$ cat src/rtl/index_mask_builder.sv
// Rebuilds a DATA_W-bit mask from a framed stream of bit indices, held on the output until accepted.
// Optional duplicate-index detection is compiled in with `INDEX_MASK_BUILDER_DUP_DETECT_EN.
module index_mask_builder #(
  parameter int IDX_W = 3,
  localparam int DATA_W = 1 << IDX_W
) (
  input  logic              clk,
  input  logic              rst,
  input  logic              in_valid,
  output logic              in_ready,
  input  logic [IDX_W-1:0]  in_index,
  input  logic              in_last,
  output logic              out_valid,
  input  logic              out_ready,
  output logic [DATA_W-1:0] out_data,
  output logic [IDX_W:0]    out_count,
  output logic              out_dup
);

  // Handshakes: a transfer happens on a rising edge where valid && ready; ready depends only on state.
  typedef enum logic {ACCUM = 1'b0, OUT = 1'b1} state_t;

  state_t state, state_nxt;

  logic [DATA_W-1:0] acc;
  logic [DATA_W-1:0] acc_next;
  logic              accept;

  function automatic logic [IDX_W:0] popcount(input logic [DATA_W-1:0] v);
    logic [IDX_W:0] c;
    c = '0;
    for (int i = 0; i < DATA_W; i++) c = c + {{IDX_W{1'b0}}, v[i]};
    return c;
  endfunction

  always_ff @(posedge clk) begin
    if (rst) state <= ACCUM;
    else     state <= state_nxt;
  end

  always_comb begin
    state_nxt = state;
    case (state)
      ACCUM:   if (in_valid && in_last) state_nxt = OUT;
      OUT:     if (out_ready) state_nxt = ACCUM;
      default: state_nxt = ACCUM;
    endcase
  end

  always_comb begin
    in_ready  = (state == ACCUM);
    out_valid = (state == OUT);
  end

  assign accept   = in_valid && in_ready;
  assign acc_next = acc | (DATA_W'(1) << in_index);

  always_ff @(posedge clk) begin
    if (rst) begin
      acc       <= '0;
      out_data  <= '0;
      out_count <= '0;
    end else if (accept) begin
      if (in_last) begin
        out_data  <= acc_next;
        out_count <= popcount(acc_next);
        acc       <= '0;
      end else begin
        acc <= acc_next;
      end
    end
  end

`ifdef INDEX_MASK_BUILDER_DUP_DETECT_EN
  logic dup_flag;
  logic out_dup_q;
  logic is_dup;

  // A beat is a duplicate when its bit is already set in the running mask.
  assign is_dup = acc[in_index];

  always_ff @(posedge clk) begin
    if (rst) begin
      dup_flag  <= 1'b0;
      out_dup_q <= 1'b0;
    end else if (accept) begin
      if (in_last) begin
        out_dup_q <= dup_flag | is_dup;
        dup_flag  <= 1'b0;
      end else begin
        dup_flag <= dup_flag | is_dup;
      end
    end
  end

  assign out_dup = out_dup_q;
`else
  assign out_dup = 1'b0;
`endif

endmodule

$ cat config.mk
export PLATFORM = sky130hd
export DESIGN_NAME = index_mask_builder
export DESIGN_NICKNAME = d
export VERILOG_FILES = /design/src/rtl/index_mask_builder.sv
export SDC_FILE = /design/constraint.sdc
export NUM_CORES = 1
export LEC_CHECK = 0
export CORE_MARGIN = 2
export CORE_UTILIZATION = 45
export CTS_BUF_LIST = sky130_fd_sc_hd__clkbuf_8 sky130_fd_sc_hd__clkbuf_16
export CTS_CLUSTER_DIAMETER = 150
export CTS_CLUSTER_SIZE = 16
export DETAILED_ROUTE_END_ITERATION = 8
export HOLD_SLACK_MARGIN = 0.1
export PLACE_DENSITY = 0.83
export SLEW_MARGIN = 0
export SYNTH_ARGS = -nofsm -noshare
export SYNTH_HDL_FRONTEND = slang
export SYNTH_SLANG_ARGS = --single-unit
export TNS_END_PERCENT = 1
$ cat constraint.sdc
create_clock -name clk -period 4.76 [get_ports clk]
set_input_delay 0.952 -clock clk [delete_from_list [all_inputs] [get_ports clk]]
set_output_delay 0.952 -clock clk [all_outputs]
set_load 0.01 [all_outputs]
# --- Word-level counts from Yosys, hierarchy flattened ---
# Cells that the tools add are included.
classes:
  mux: 4
  shifts: 1
  n_reduce_logical: 3
  addsub: 7
  bitwise: 2
op_table:
  columns: ["cell", "count"]
  rows:
  - ["adder 4 x 1 -> 4 bit", 4]
  - ["2-to-1 mux 8 bit", 1]
  - ["OR 8 bit", 1]
  - ["<< shifter 1 x 3 -> 8 bit, first input constant", 1]
  - ["adder 3 x 1 -> 4 bit", 1]
  - ["adder 2 x 1 -> 3 bit", 1]
  - ["adder 1 x 1 -> 2 bit", 1]
  - ["logical AND 1 bit", 2]
  - ["2-to-1 mux 1 bit", 2]
  - ["case mux 1 bit (2 select lines)", 1]
  - ["AND reduction 2 bit", 1]
  - ["NOT 1 bit", 1]
word_totals:
  output_inout_bits: 15
  ff_bits: 21

# --- Logic depth before layout (Yosys ltp) ---
# Gate-level depths: netlist (run 1).
logic_depth:
  word_depth: 9
  depth_mapped: 14
  depth_no_buf: 14

# --- Least setup slack after synthesis (run 1) ---
# No wires, ideal clock.
synth_path:
  kind: "input to register"
  startpoint: "input port in_index[0]"
  endpoint: "register out_count[2]"
  n_path_buf: 0
  setup_time_ps: 70
  path_stages: 14
  path_slack_ps: 979
  t_required_ps: 4690
  arrival_ps: 3711
  path_cell_list: "inv_1 > a31oi_1 > fa_1 > inv_1 > fa_1 > inv_1 > fa_1 > inv_1 > ha_1 > inv_1 > fa_1 > xnor2_1 > nand3_1 > a21oi_1"
synth_between:
  elab_chain_cells: 9
synth_lines:
  columns: ["element", "line_no", "rtl"]
  rows:
  - ["from (decl)", "11", "input logic [IDX_W-1:0] in_index,"]
  - ["<< shifter 1 x 3 -> 8 bit *", "56", "assign acc_next = acc | (DATA_W'(1) << in_index);"]
  - ["OR 8 bit *", "56", null]
  - ["adder 1 x 1 -> 2 bit", "32", "for (int i = 0; i < DATA_W; i++) c = c + {{IDX_W{1'b0}}, v[i]};"]
  - ["adder 2 x 1 -> 3 bit", "32", null]
  - ["adder 3 x 1 -> 4 bit", "32", null]
  - ["adder 4 x 1 -> 4 bit (3 in a row)", "32", null]
  - ["adder 4 x 1 -> 4 bit *", "32", null]
  - ["to (signal assigned)", "66", "out_count <= popcount(acc_next);"]
  - ["to (decl)", "16", "output logic [IDX_W:0] out_count,"]
# Mark *: on every way between the ends. The rest lies on a longest branch, timed or not.
# A chain may end at the register's enable or synchronous reset.

# --- Worst setup path in the final report (run 1) ---
layout_path:
  startpoint: "input port in_index[2]"
  endpoint: "register out_count[2]"
# Same word-level chain as after synthesis.

==> results.py, run 1 <==
metrics = {
    "synth": {
        "syn_inst": 95,
        "synth.distinct_cells": 25,
        "syn_area_per_cell_sq_um": 10.4,
        "ys_seq_elements": 21,
        "yosysTopAreaCellShare_pct": 42.4,
        "seq_area_frac_synth_pct": 42.4,
        "ys_warn_count": 0,
        "syn-num-nets": 110,
        "synthTopCellsByArea": "dfxtp_1, o2bb2ai_2, fa_1, inv_1, a31oi_1",
        "synth_largest_area_cell": "dfxtp_1",
        "syn_area_sq_um": 991,
    },
    "clocking": {
        "clk_latency_ns": 0.25,
        "postCtsSetupRepairBufs": 0,
        "clk_path_buf_depth": 2,
        "cts_tree": "done",
        "post_cts_resized": 0,
        "clkSinkCount": 21,
        "path_clk_slew_ns": 0.07,
        "cts_inserted_buffers": 3,
        "h-tree-depth": 1,
        "root_buffer": "clkbuf_8",
        "ctsHoldBuffers": 0,
    },
    "power": {
        "total_power_uw": 362,
        "switchingPower_uw": 93.0,
        "switching_share_pct": 25.7,
        "p_per_area_nw_per_um2": 288,
        "peakVddDrop_mv": 0.176,
        "power.internal_uw": 269,
        "p_clk_share_pct": 30.3,
        "p_comb_share_pct": 18.8,
        "power_frac_seq_pct": 50.9,
        "power_leakage_nw": 0.516,
    },
    "detailed_routing": {
        "drtIter0Drc": 30,
        "vias_per_cell": 5.10,
        "drtAntennaViolNets": 0,
        "wirelength_um": 1860,
        "via_count": 740,
        "avgRoutedWirePerCell_um": 12.8,
        "drc": 0,
        "first_pass_iters": 5,
    },
    "critical_path": {
        "criticalPathCategory": "primary input to flop",
        "cp.required_ns": 4.94,
        "cp_num_buf_inv": 6,
        "cpMostUsedCell": "inv_1",
        "crit_family": "adder cells",
        "crit_chain": "clkdlybuf4s50_1 > inv_1 > a31oi_1 > fa_1 > inv_1 > fa_1 > inv_1 > fa_1 > inv_1 > ha_1 > inv_1 > fa_1 > xnor2_1 > nand3_1 > a21oi_1",
        "critical_path.max_stage_delay_ns": 0.55,
        "ff2ff_path_depth": 13,
        "cp_num_cells": 15,
        "slowest_stage": "clkdlybuf4s50_1",
        "worstSetupEndpointType": "flop",
        "crit_arrival_ns": 4.50,
        "startpoint_type": "primary input",
        "crit_fanout": 5,
    },
    "timing": {
        "hold_viol_final": 0,
        "setup-violations-final": 0,
        "relSlewSlack_pct": 41.1,
        "maxSlewViolCount": 0,
        "worstMarginPinSlew_ns": 0.884,
        "rsz0062_at_grt": "false",
        "timing.setup.tns_ns": 0,
        "min_period_ns": 4.32,
        "fin_crit_sh_pct": 90.7,
        "setup_slack_ns": 0.444,
        "max_freq_ghz": 0.232,
        "skew_ns": 0.00211,
    },
    "grt": {
        "antenna_found_initial": 0,
        "grt_max_degree": 12,
        "first_global_vias": 734,
        "grt_pass1_wl_um": 3140,
        "grt_overflow": 0,
        "grtUsageTotal_pct": 16.2,
    },
    "floorplan": {
        "initial_core_util_pct": 49.0,
        "core_area_sq_um": 2020,
        "die_area_sq_um": 2590,
        "dieWidth_um": 50.9,
        "num_io_pins": 23,
        "die_h_um": 50.9,
        "rows": 16,
    },
    "placed_design": {
        "preCtsSetupSlack_ns": 0.252,
        "dp_hpwl_um": 1420,
        "gp_congestion": 0.864,
        "dp.cells": 141,
        "io_buffers": 21,
    },
    "outcome": {
        "status": "completed",
    },
    "run": {
        "maxCapViolations": 0,
    },
    "min_path": {
        "hp-class": "flop to flop",
        "min_path_cells": 1,
    },
    "cells_and_area": {
        "nets": 134,
        "drive_above_1_share_pct": 14.4,
        "n_fill_cell": 166,
        "final_cell_mix": "dfxtp_1, clkdlybuf4s50_1, inv_1",
        "final_util_pct": 62.2,
        "fin_cells": 145,
        "num_antenna_cells": 0,
        "area_growth_pct": 26.9,
    },
}
-- power by group through the flow --
| stage | logic (mW) | registers [mW] | clock network [mW] |
|---|---|---|---|
| floorplan | 0.0431 | 0.189 | 0 |
| global placement | 0.0668 | 0.188 | 0 |
| detailed placement | 0.0676 | 0.188 | 0 |
| CTS | 0.0686 | 0.184 | 0.113 |
| global route | 0.0759 | 0.184 | 0.120 |
| finish | 0.0682 | 0.184 | 0.110 |
-- logic make-up (layout without fill, tap and decap cells) --
kind of cell    after synthesis  count (layout)  share of synthesized area (%)
fa+ha+maj                     7               7                           11.9
xor+xnor                      1               1                          0.884
compound gates               23              23                           23.6
flops                        21              21                           42.4
other cells                   1               1                          0.378
simple gates                 23              23                           11.0
buf+inv                      19              42                           9.85
-- per-layer routing --
| metal | GRT usage, % | wire length, um | vias to the layer above |
|---|---|---|---|
| met1 | 21.6 | 878 | 345 |
| met4 | 9.46 | 19 | 0 |
| met3 | 2.34 | 79 | 2 |
| li1 | - | - | 372 |
| met5 | 0 | 0 | - |
| met2 | 24.9 | 880 | 21 |
-- final timing paths --
path                                 start                        end  slack (ns)
setup / recovery               in_index[2]  out_count[2]$_SDFFE_PP0P_        0.44
hold / removal    out_data[1]$_SDFFE_PP0P_   out_data[1]$_SDFFE_PP0P_        0.47
setup reg to reg       acc[1]$_SDFFE_PP0P_  out_count[2]$_SDFFE_PP0P_        1.53
hold reg to reg   out_data[1]$_SDFFE_PP0P_   out_data[1]$_SDFFE_PP0P_        0.47
-- registers in the layout, indices dropped and copies added, names as in the netlist --
signal and count:
out_count 4, out_data 8, acc 8, out_valid 1
-- metrics by stage --
stage / area, sq um / hold slack, ns
after floorplan: 991 / 0.468
after global placement: 1210 / 0.444
after detailed placement: 1210 / 0.446
after CTS: 1260 / 0.472
after global routing: 1260 / 0.481
final: 1260 / 0.469
-- cell usage after synthesis --
library cell	number
o31ai_1	1
inv_1	14
dfxtp_1	21
fa_1	4
nor3_1	8
xnor2_1	1
ha_1	3
a31oi_1	8
o2bb2ai_2	9
a21o_1	1
a21oi_1	1
nand2b_1	1
nor2b_1	1
conb_1	1
nand3b_1	1
a32o_1	1
nor2_1	9
nand2_1	1
a21oi_2	1
buf_6	3
nand3_1	1
clkbuf_1	1
a22o_2	1
or2_0	1
buf_4	1
-- layout make-up --
| class | instances | area, sq um | area share [%] |
|---|---|---|---|
| Clock buffer | 3 | 41.3 | 3.28 |
| Clock inverter | 1 | 3.75 | 0.299 |
| Inverter | 14 | 52.6 | 4.18 |
| Multi-Input combinational cell | 55 | 473 | 37.6 |
| Sequential cell | 21 | 420 | 33.4 |
| Tap cell | 27 | 33.8 | 2.69 |
| Timing Repair Buffer | 24 | 233 | 18.5 |
Power figures use the tool's default switching activity.
==> inputs of run 2 (changes only) <==
--- a/config.mk
+++ b/config.mk
@@ -12,7 +12,7 @@
 export CTS_CLUSTER_SIZE = 16
 export DETAILED_ROUTE_END_ITERATION = 8
 export HOLD_SLACK_MARGIN = 0.1
-export PLACE_DENSITY = 0.83
+export PLACE_DENSITY = 0.84
 export SLEW_MARGIN = 0
 export SYNTH_ARGS = -nofsm -noshare
 export SYNTH_HDL_FRONTEND = slang
==> results.py, run 2 (same netlist as run 1, synthesis figures left out) <==
metrics = {
    "placed_design": {
        "dp_hpwl_um": 1530,
        "gp_congestion": 0.805,
        "io_buffers": 21,
        "dpl_cell_area_sq_um": 1220,
    },
    "grt": {
        "antenna_found_initial": 0,
        "first_global_vias": 784,
        "grt_max_degree": 12,
        "grt_pass1_wl_um": 3590,
        "grt_overflow": 0,
        "grtUsageTotal_pct": 18.7,
    },
    "critical_path": {
        "cpMostUsedCell": "inv_1",
        "startpoint_type": "primary input",
        "cp.required_ns": 4.95,
        "critical_path.max_stage_delay_ns": 0.55,
        "crit_chain": "clkdlybuf4s50_1 > inv_1 > a31oi_1 > fa_1 > inv_1 > fa_1 > inv_1 > fa_1 > inv_1 > ha_1 > inv_1 > fa_1 > xnor2_1 > nand3_1 > a21oi_1",
        "slowest_stage": "clkdlybuf4s50_1",
        "crit_arrival_ns": 4.49,
        "worstSetupEndpointType": "flop",
        "cp_num_buf_inv": 6,
        "crit_family": "adder cells",
        "crit_fanout": 5,
        "criticalPathCategory": "primary input to flop",
    },
    "detailed_routing": {
        "drtAntennaViolNets": 0,
        "vias_per_cell": 5.39,
        "drtIter0Drc": 30,
        "avgRoutedWirePerCell_um": 14.7,
        "wirelength_um": 2140,
        "via_count": 787,
        "first_pass_iters": 4,
        "drc": 0,
    },
    "floorplan": {
        "dieWidth_um": 50.9,
        "num_io_pins": 23,
        "rows": 16,
        "die_area_sq_um": 2590,
        "initial_core_util_pct": 49.0,
        "core_area_sq_um": 2020,
        "die_h_um": 50.9,
    },
    "power": {
        "p_per_area_nw_per_um2": 291,
        "power_leakage_nw": 0.521,
        "peakVddDrop_mv": 0.182,
        "total_power_uw": 368,
    },
    "clocking": {
        "h-tree-depth": 1,
        "cts_tree": "done",
        "clkSinkCount": 21,
        "postCtsSetupRepairBufs": 0,
        "root_buffer": "clkbuf_8",
        "path_clk_slew_ns": 0.07,
        "cts_inserted_buffers": 3,
        "clk_latency_ns": 0.26,
        "post_cts_resized": 0,
        "ctsHoldBuffers": 0,
        "clk_path_buf_depth": 2,
    },
    "cells_and_area": {
        "final_cell_mix": "dfxtp_1, clkdlybuf4s50_1, inv_1",
        "nets": 135,
        "area_growth_pct": 27.7,
        "drive_above_1_share_pct": 15.1,
        "design_area_sq_um": 1260,
        "reg_top3": "acc x8, out_data x8, out_count x4",
        "num_antenna_cells": 0,
    },
    "timing": {
        "maxSlewViolCount": 0,
        "holdWs_ns": 0.474,
        "setup-violations-final": 0,
        "rsz0062_at_grt": "false",
        "min_period_ns": 4.30,
        "timing.setup.tns_ns": 0,
        "worstMarginPinSlew_ns": 0.927,
        "max_freq_ghz": 0.232,
        "relSlewSlack_pct": 38.2,
        "skew_ns": 0.00278,
        "hold_viol_final": 0,
        "fin_crit_sh_pct": 90.4,
    },
    "min_path": {
        "hp-class": "flop to flop",
    },
    "outcome": {
        "status": "completed",
    },
    "run": {
        "maxCapViolations": 0,
    },
}
[run 2: metal layers]
metal	up-vias	wire, um	global-route usage [%]	share of wire, %
li1	375	-	-	-
met1	373	970	24.0	45
met2	33	1010	29.7	47
met3	6	116	3.80	5.4
met4	0	43	9.46	2.0
met5	-	0	0	0
[run 2: report_power, final]
group	switching, mW	internal, mW
clock network	0.0567	0.0575
logic	0.0387	0.0315
registers	0.00331	0.181
[run 2: final cells by class]
class                      instances  area [sq um]
timing repair buffer              25           240
multi-input combinational         55           473
tap                               27          33.8
clock buffer                       3          41.3
sequential                        21           420
fill                             162           757
inverter                          14          52.6
clock inverter                     1          3.75
[run 2: worst reg2reg max path: cells and delay by family, from the launching register on]
kind	cells	cell delay, ns
xor+xnor	1	0.15
buf+inv	4	0.30
simple gates	1	0.10
flops	1	0.32
fa+ha+maj	5	1.84
compound gates	2	0.48
[run 2: stage by stage]
stage                     util (%)  setup slack, ns  instances
final                         62.6            0.457        146
after global routing          62.6            0.200        146
after detailed placement      60.3            0.265        142
after CTS                     62.6            0.474        146
after floorplan                  -            0.979         95
after global placement        60.3            0.299        142
[run 2: worst paths after layout]
check,slack (ns),start,to,cells after the start
hold reg to reg,0.47,out_data[2]$_SDFFE_PP0P_,out_data[2]$_SDFFE_PP0P_,1
setup reg to reg,1.52,acc[3]$_SDFFE_PP0P_,out_count[2]$_SDFFE_PP0P_,13
setup / recovery,0.46,in_index[2],out_count[2]$_SDFFE_PP0P_,15
hold / removal,0.47,out_data[2]$_SDFFE_PP0P_,out_data[2]$_SDFFE_PP0P_,1
==> inputs of run 3 (changes only) <==
--- a/config.mk
+++ b/config.mk
@@ -5,7 +5,6 @@
 export SDC_FILE = /design/constraint.sdc
 export NUM_CORES = 1
 export LEC_CHECK = 0
-export CORE_MARGIN = 2
 export CORE_UTILIZATION = 45
 export CTS_BUF_LIST = sky130_fd_sc_hd__clkbuf_8 sky130_fd_sc_hd__clkbuf_16
 export CTS_CLUSTER_DIAMETER = 150
==> results.py, run 3 (same netlist as run 1, synthesis figures left out) <==
metrics = {
    "floorplan": {
        "rows": 16,
        "die_h_um": 48.9,
        "core_area_sq_um": 2020,
        "initial_core_util_pct": 49.0,
        "dieWidth_um": 48.9,
        "die_area_sq_um": 2390,
        "num_io_pins": 23,
    },
    "detailed_routing": {
        "drtIter0Drc": 16,
        "avgRoutedWirePerCell_um": 13.4,
        "first_pass_iters": 4,
        "vias_per_cell": 5.21,
        "via_count": 756,
        "drc": 0,
        "drtAntennaViolNets": 0,
        "wirelength_um": 1940,
    },
    "clocking": {
        "h-tree-depth": 1,
        "clkSinkCount": 21,
        "path_clk_slew_ns": 0.08,
        "root_buffer": "clkbuf_8",
        "clk_path_buf_depth": 2,
        "clk_latency_ns": 0.26,
        "cts_inserted_buffers": 3,
        "postCtsSetupRepairBufs": 0,
        "cts_tree": "done",
        "ctsHoldBuffers": 0,
        "post_cts_resized": 0,
    },
    "cells_and_area": {
        "nets": 134,
        "area_growth_pct": 26.9,
        "drive_above_1_share_pct": 14.4,
        "design_area_sq_um": 1260,
        "num_antenna_cells": 0,
        "reg_top3": "acc x8, out_data x8, out_count x4",
        "final_cell_mix": "dfxtp_1, clkdlybuf4s50_1, inv_1",
    },
    "critical_path": {
        "startpoint_type": "primary input",
        "cpMostUsedCell": "inv_1",
        "crit_arrival_ns": 4.53,
        "slowest_stage": "clkdlybuf4s50_1",
        "criticalPathCategory": "primary input to flop",
        "crit_fanout": 5,
        "worstSetupEndpointType": "flop",
        "critical_path.max_stage_delay_ns": 0.54,
        "cp.required_ns": 4.96,
        "crit_chain": "clkdlybuf4s50_1 > inv_1 > a31oi_1 > fa_1 > inv_1 > fa_1 > inv_1 > fa_1 > inv_1 > ha_1 > inv_1 > fa_1 > xnor2_1 > nand3_1 > a21oi_1",
    },
    "grt": {
        "grt_pass1_wl_um": 3260,
        "first_global_vias": 726,
        "grt_max_degree": 12,
        "antenna_found_initial": 0,
        "grtUsageTotal_pct": 18.2,
        "grt_overflow": 0,
    },
    "timing": {
        "maxSlewViolCount": 0,
        "relSlewSlack_pct": 38.6,
        "rsz0062_at_grt": "false",
        "min_period_ns": 4.33,
        "fin_crit_sh_pct": 91.0,
        "hold_viol_final": 0,
        "holdWs_ns": 0.472,
        "worstMarginPinSlew_ns": 0.922,
        "skew_ns": 0.00698,
        "max_freq_ghz": 0.231,
        "setup-violations-final": 0,
        "timing.setup.tns_ns": 0,
    },
    "power": {
        "switchingPower_uw": 96.5,
        "power_frac_seq_pct": 50.4,
        "p_comb_share_pct": 18.8,
        "power_leakage_nw": 0.516,
        "p_per_area_nw_per_um2": 291,
        "p_clk_share_pct": 30.8,
        "switching_share_pct": 26.4,
        "power.internal_uw": 269,
        "peakVddDrop_mv": 0.168,
    },
    "placed_design": {
        "gp_congestion": 0.854,
        "io_buffers": 21,
        "dp_hpwl_um": 1410,
        "dpl_cell_area_sq_um": 1210,
    },
    "outcome": {
        "status": "completed",
    },
    "min_path": {
        "hp-class": "flop to flop",
    },
    "run": {
        "maxCapViolations": 0,
    },
}
## run 3: cell count changes in the layout (fill, tap and decap cells not counted), sizes merged
cell  before  now
buf        4    3
## run 3: final cells by class
class | instances | area, sq um
flip-flops and latches | 21 | 420
multi-input cells | 55 | 473
fillers | 164 | 764
repair buffers | 24 | 233
clock inverters | 1 | 3.75
well taps | 27 | 33.8
inverters | 14 | 52.6
clock buffers | 3 | 41.3
## run 3: worst paths after layout
path	start	to	slack, ns	cells past startpoint
worst max-delay path	in_index[2]	out_count[2]$_SDFFE_PP0P_	0.43	15
worst min-delay path	out_data[6]$_SDFFE_PP0P_	out_data[6]$_SDFFE_PP0P_	0.47	1
worst max register to register	acc[3]$_SDFFE_PP0P_	out_count[2]$_SDFFE_PP0P_	1.50	13
worst min register to register	out_data[6]$_SDFFE_PP0P_	out_data[6]$_SDFFE_PP0P_	0.47	1
## run 3: worst max-delay path: cells and delay by family
kind / cells / cell delay [ns]
xor gates and xnor gates: 1 / 0.17
AOI/OAI and AO/OA: 2 / 0.49
buffers and inverters: 6 / 0.95
and+or+nand+nor: 1 / 0.09
adders and majority gates: 5 / 1.86
## run 3: metal layers
| metal | track usage (%) | share of wire [%] | vias to the layer above |
|---|---|---|---|
| met5 | 0 | 0 | - |
| met4 | 10.8 | 2.3 | 0 |
| met3 | 2.80 | 4.2 | 5 |
| met2 | 27.8 | 47 | 23 |
| met1 | 24.2 | 46 | 354 |
| li1 | - | - | 374 |
## run 3: through the flow
| step | worst slack, ns | utilization [%] | std cells | power (mW) |
|---|---|---|---|---|
| 2_1_floorplan | 0.979 | - | 95 | 0.233 |
| 3_3_place_gp | 0.280 | 60.0 | 141 | 0.254 |
| 3_5_place_dp | 0.193 | 60.0 | 141 | 0.255 |
| 4_1_cts | 0.415 | 62.2 | 145 | 0.368 |
| 5_1_grt | 0.103 | 62.2 | 145 | 0.387 |
| 6_report | 0.429 | 62.2 | 145 | 0.365 |
## run 3: power groups by stage
stage | clock [mW] | combinational (mW) | sequential, mW
after global placement | 0 | 0.0663 | 0.188
final | 0.113 | 0.0687 | 0.184
after floorplan | 0 | 0.0431 | 0.189
after global routing | 0.124 | 0.0779 | 0.185
after detailed placement | 0 | 0.0672 | 0.188
after CTS | 0.115 | 0.0692 | 0.184
